File: src/rtl/motion_pkg.sv
// Shared motion-engine types and geometry constants for the player object
// and the cube collision checker.
package motion_pkg;

  typedef enum logic [1:0] {
    MS_GROUND = 2'b00,
    MS_RISE   = 2'b01,
    MS_FALL   = 2'b10
  } motion_state_t;

  localparam int FLG_HEAD    = 3;
  localparam int FLG_SUPPORT = 2;
  localparam int FLG_LEFT    = 1;
  localparam int FLG_RIGHT   = 0;

  localparam logic [17:0] CUBE_SIZE   = 18'h08000;
  localparam logic [17:0] HALF_CUBE   = 18'h04000;
  localparam logic [17:0] OBJECT_SIZE = 18'h05000;

endpackage

File: src/rtl/sat_add18.sv
// Signed add of a small velocity/step to an 18-bit position, saturated to [lo, hi].
module sat_add18 #(
  parameter int DW = 12
) (
  input  logic [17:0]          pos,
  input  logic signed [DW-1:0] delta,
  input  logic [17:0]          lo,
  input  logic [17:0]          hi,
  output logic [17:0]          sum
);

  // Wide enough that pos near 2^18 plus a positive delta cannot wrap.
  logic signed [19:0] raw;

  assign raw = $signed({2'b00, pos}) + $signed({{(20-DW){delta[DW-1]}}, delta});

  always_comb begin
    sum = raw[17:0];
    if (raw < $signed({2'b00, lo})) begin
      sum = lo;
    end else if (raw > $signed({2'b00, hi})) begin
      sum = hi;
    end
  end

endmodule

File: src/rtl/player_motion.sv
// Per-frame player motion engine: walking, jumping, gravity and blocking.
// Optional air jump enabled by defining PLAYER_DOUBLE_JUMP_EN.
module player_motion
  import motion_pkg::*;
#(
  parameter logic [17:0]        X_INIT    = 18'h04000,
  parameter logic [17:0]        Y_INIT    = 18'h10000,
  parameter logic [17:0]        WALK_STEP = 18'h00800,
  parameter logic signed [11:0] JUMP_VEL  = 12'sh600,
  parameter logic signed [11:0] GRAVITY   = 12'sh040,
  parameter logic signed [11:0] VMAX      = 12'sh700,
  parameter logic [17:0]        X_MIN     = 18'h02800,
  parameter logic [17:0]        X_MAX     = 18'h4D800,
  parameter logic [17:0]        Y_MAX     = 18'h3D800
) (
  input  logic              clock,
  input  logic              rst_n,
  input  logic              frame_tick,
  input  logic [3:0]        object_states,
  input  logic              btn_left,
  input  logic              btn_right,
  input  logic              btn_jump,
  output logic [17:0]       object_x,
  output logic [17:0]       object_y,
  output logic signed [11:0] vel_y,
  output logic [1:0]        motion_state,
  output logic              on_ground
);

  motion_state_t      state_q, state_n;
  logic [17:0]        x_q, x_n, y_q, y_n;
  logic signed [11:0] vel_q, vel_n, vel_grav;
  logic               jump_prev_q;
  logic               jump_edge, head, support, left_only, right_only;
  logic signed [12:0] x_step, x_delta;
  logic [17:0]        x_sat, y_sat;
`ifdef PLAYER_DOUBLE_JUMP_EN
  logic               air_used_q, air_used_n;
`endif

  assign head       = object_states[FLG_HEAD];
  assign support    = object_states[FLG_SUPPORT];
  assign left_only  = btn_left & ~btn_right & ~object_states[FLG_LEFT];
  assign right_only = btn_right & ~btn_left & ~object_states[FLG_RIGHT];
  assign jump_edge  = btn_jump & ~jump_prev_q;
  assign vel_grav   = vel_q + GRAVITY;

  // Step is 13-bit signed so that +WALK_STEP (2048) is representable.
  assign x_step  = $signed({1'b0, WALK_STEP[11:0]});
  assign x_delta = left_only ? -x_step : x_step;

  sat_add18 #(.DW(13)) u_sat_x (
    .pos   (x_q),
    .delta (x_delta),
    .lo    (X_MIN),
    .hi    (X_MAX),
    .sum   (x_sat)
  );

  sat_add18 #(.DW(12)) u_sat_y (
    .pos   (y_q),
    .delta (vel_q),
    .lo    (18'h00000),
    .hi    (Y_MAX),
    .sum   (y_sat)
  );

  always_comb begin
    state_n = state_q;
    vel_n   = vel_q;
    y_n     = y_q;
    x_n     = (left_only | right_only) ? x_sat : x_q;
`ifdef PLAYER_DOUBLE_JUMP_EN
    air_used_n = air_used_q;
`endif
    case (state_q)
      MS_GROUND: begin
        vel_n = 12'sh000;
        if (jump_edge && !head) begin
          state_n = MS_RISE;
          vel_n   = -JUMP_VEL;
        end else if (!support && (y_q < Y_MAX)) begin
          state_n = MS_FALL;
        end
      end
      MS_RISE: begin
        if (head) begin
          state_n = MS_FALL;
          vel_n   = 12'sh000;
        end else begin
          y_n   = y_sat;
          vel_n = vel_grav;
          if (!vel_grav[11]) state_n = MS_FALL;
        end
      end
      MS_FALL: begin
        // y_sat reaches Y_MAX exactly when y + vel_y >= Y_MAX.
        if (support) begin
          state_n = MS_GROUND;
          vel_n   = 12'sh000;
        end else if (y_sat == Y_MAX) begin
          state_n = MS_GROUND;
          vel_n   = 12'sh000;
          y_n     = Y_MAX;
        end else begin
          y_n   = y_sat;
          vel_n = (vel_grav > VMAX) ? VMAX : vel_grav;
        end
      end
      default: begin
        state_n = MS_FALL;
      end
    endcase
`ifdef PLAYER_DOUBLE_JUMP_EN
    if ((state_q == MS_RISE || state_q == MS_FALL) && jump_edge && !air_used_q && !head) begin
      state_n    = MS_RISE;
      vel_n      = -JUMP_VEL;
      y_n        = y_q;
      air_used_n = 1'b1;
    end
    if (state_n == MS_GROUND) air_used_n = 1'b0;
`endif
  end

  always_ff @(posedge clock) begin
    if (!rst_n) begin
      state_q     <= MS_FALL;
      x_q         <= X_INIT;
      y_q         <= Y_INIT;
      vel_q       <= 12'sh000;
      jump_prev_q <= 1'b0;
`ifdef PLAYER_DOUBLE_JUMP_EN
      air_used_q  <= 1'b0;
`endif
    end else if (frame_tick) begin
      state_q     <= state_n;
      x_q         <= x_n;
      y_q         <= y_n;
      vel_q       <= vel_n;
      jump_prev_q <= btn_jump;
`ifdef PLAYER_DOUBLE_JUMP_EN
      air_used_q  <= air_used_n;
`endif
    end
  end

  assign object_x     = x_q;
  assign object_y     = y_q;
  assign vel_y        = vel_q;
  assign motion_state = state_q;
  assign on_ground    = (state_q == MS_GROUND);

endmodule
File: config.mk
export PLATFORM = sky130hd
export DESIGN_NAME = player_motion
export DESIGN_NICKNAME = d
export VERILOG_FILES = /design/src/rtl/motion_pkg.sv /design/src/rtl/sat_add18.sv /design/src/rtl/player_motion.sv
export SDC_FILE = /design/constraint.sdc
export NUM_CORES = 1
export LEC_CHECK = 0
export ABC_AREA = 1
export BUFFER_PORTS_ARGS = -buffer_cell sky130_fd_sc_hd__buf_2
export CORE_UTILIZATION = 40
export DETAILED_ROUTE_END_ITERATION = 10
export SYNTH_ARGS = -nofsm -noshare
export SYNTH_HDL_FRONTEND = slang
export SYNTH_SLANG_ARGS = --single-unit
File: constraint.sdc
create_clock -name clock -period 2.65 [get_ports clock]
set_clock_uncertainty 0.15 [all_clocks]
set_input_delay 0.265 -clock clock [delete_from_list [all_inputs] [get_ports clock]]
set_output_delay 0.265 -clock clock [all_outputs]
set_load 0.03 [all_outputs]
==> results.md <==
- CP Class: flip-flop to flip-flop
- Die extent in y: about 92 um
- CTS tree: built
- Number of max-cap violations: 0
- Cell count after synthesis: approximately 500
- Max clock buf depth: 2
- TNS Setup: 0 ns
- Initial DRC count: 168
- Arrival time at the worst endpoint: around 2.5 ns
- Mean Syn Cell Area: approximately 6.4 sq um
- Post-Layout Inst Area: ~4000 sq um
- Critical Path RT: 2.67 ns
- Clock root buffer: clkbuf_8
- Final Non-Filler Cells: between 600 and 700
- Clock slew at reported path FFs: roughly 0.070 ns
- Sequential cell area: roughly 700 sq um
- Worst slew pin tran: about 0.9 ns
- Largest net degree at the start of global routing: 26
- Critical path endpoint category: flip-flop
- Status: finished, final reports clean
- Yosys reg bits: 34
- Slew Limit Fails: 0
- Overall power: 1.79 mW
- Minimum clock period: 2.52 ns
- CTS Hold Bufs: 0
- Post-route clock period utilization: 95.0%
- Sequential area share after synthesis: 21.1%
- Dpl cell area: about 3700 sq um
- Synth top area share: 21.1%
- VDD IR max: 0.237 mV
- Syn. warnings: 0
- CP bufs+invs: 4
- H-tree levels: 2
- Skew-Pair Late Insertion Delay: slightly below 0.3 ns
- Worst stage delay on the critical path: 0.39 ns
- Worst rel slew slack: between 40% and 50%
- DP Wirelength: just under 7 mm
- Ant. Diodes: 0
- Initial antenna violation count: 0
- Num CTS Buffers: 5
- RSZ-0062 raised after global routing: no
- Critical path cell sequence: buf_4 -> ha_4 -> nand2_2 -> inv_1 -> nand2_1 -> nand2_1 -> inv_1 -> nand2_2 -> xor2_2 -> inv_1 -> nor2_2 -> a21oi_2 -> nand2_1 -> nand2_2 -> nand2_2 -> nand2_2 -> a21oi_1 -> o21ai_1
- Fillers: 804
- Drt first pass iters: 4
- Overall Global Routing Usage: 20.5%
- Pwr dens: about 450 nW/um^2
- Final ANT Viol Nets: 0
- Achievable clock frequency: approximately 0.40 GHz
- Worst-path fanout max: 6
- Area Overhead vs Synth: 22.8%
- Largest cells by area after synthesis: dfxtp_1 (21%), nand2_1 (15%), ha_1 (10%)
- Startpoint types: flip-flop
- DR vias/cell: approximately 5
- Layout cell share with drive strength beyond 1: 24.8%
- Chip width: approximately 92 um
- WL/cell: 12.7 um
- Core Rows: 32
- Initial core utilization: 41.5%
- Setup violators final: 0
- Post-Place Cells: 670
- Core Util, Final: approximately half
- Cell Area, Synth: between 3000 and 4000 sq um
- DR vias: ~3,300
- Io pins: a little over 60
- Leakage Power: roughly 2.1 nW
- Gpl congestion: 0.887
- # clock sinks: 34
- First-pass GRT wire length: around 14 mm
- # port buffers: 43
- Library cells used by synthesis: 39
- Most Frequent Cell on Critical Path: nand2_2
- Slowest-stage cell, CP: dfxtp_4
- Crit path max-delay family: simple AND/OR/NAND/NOR gates
- Footprint of the multi-input gates: ~2300 sq um
- Grt ovf: 0
- Post-Route WL: around 8.6 mm
- Leading area contributor after synthesis: dfxtp_1
- HP Class: input port to flip-flop
- Die area: around 8400 sq um
- Nets: slightly above 600
- Total core area: 7770 sq um
- Vias in the first global route: 3,088
- Final Hold Violating Endpoints: 0
- Residual DRC: 0
where the power goes:
group | switching, mW | leakage (nW) | total, mW | internal, mW
logic | 0.500 | 1.76 | 0.754 | 0.254
registers | 0.0357 | 0.277 | 0.579 | 0.543
clock network | 0.199 | 0.0575 | 0.461 | 0.263
cell usage after synthesis (all sizes together):
master / n
nand3b: 4
nor3: 6
clkbuf: 5
nand4: 19
conb: 1
or2: 1
ha: 27
a21boi: 1
nor2: 42
o21ai: 15
xor2: 14
inv: 80
nor4: 1
nand2b: 1
a211oi: 1
buf: 20
a21oi: 43
xnor2: 5
nand2: 140
a221oi: 1
fa: 1
and2: 2
o211ai: 1
nand3: 36
dfxtp: 34
a31oi: 3
final timing paths:
check	startpoint	end	slack [ns]	cells past startpoint
setup / recovery	vel_y[11]	motion_state[1]	0.13	18
hold / removal	frame_tick	jump_prev_q	0.05	2
setup reg to reg	vel_y[11]	motion_state[1]	0.13	18
hold reg to reg	object_x[16]	object_x[16]	0.32	2
cell usage in the layout (no fill, tap or decap), types with 5 or more instances in the layout:
master	n
nand2_1	117
xnor2_1	5
buf_2	43
inv_1	78
dfxtp_1	33
o21ai_0	13
a21oi_2	5
clkbuf_8	8
conb_1	18
xor2_1	13
nand4_1	19
nand2_2	19
ha_1	21
nor2_2	8
nand3_1	31
buf_4	32
nor2_1	30
a21oi_1	37
nand3_2	5
final cells by class:
cell class              count  area share, %
multi-input cells         382           57.3
flip-flops and latches     34           17.3
repair buffers             76           11.8
inverters                  80           7.59
well taps                 102           3.23
clock buffers               8           2.78
state kept, by name (all words and copies together), names as in the netlist:
| name | count |
|---|---|
| object_x | 7 |
| object_y | 18 |
| jump_prev_q | 1 |
| vel_y | 6 |
| motion_state | 2 |
cells by family (layout without fill, tap and decap cells):
logic type | Yosys count | after routing | share of synthesized area, %
buffers and inverters | 105 | 164 | 14.8
xor gates and xnor gates | 19 | 19 | 5.17
other | 1 | 18 | 0.116
and+or+nand+nor | 252 | 252 | 36.6
DFF | 34 | 34 | 21.1
AOI/OAI and AO/OA | 65 | 65 | 11.1
adders and majority gates | 28 | 28 | 11.1
stage by stage:
stage / hold slack (ns) / setup WS, ns
floorplan: 0.209 / 0.0857
detailed placement: 0.307 / -0.00312
CTS: 0.0484 / 0.00783
global placement: 0.297 / 0.0343
finish: 0.0524 / 0.131
global route: 0.0827 / 0.000249
metal layers:
layer / vias to the layer above / share of wire (%) / GRT usage, %
met5: - / 0 / 0
met3: 20 / 3.5 / 2.90
met4: 0 / 2.2 / 7.42
met1: 1505 / 46 / 25.0
met2: 78 / 49 / 36.7
li1: 1725 / - / -
timing repair:
action,4_1_cts,5_1_grt
endpoints found under the hold margin,0,0
setup buffers,0,4
endpoints found under the setup margin,1,29
cloned,0,0
gates resized for setup,2,31
pin swaps,0,7
(Power assumes the default switching activity.)
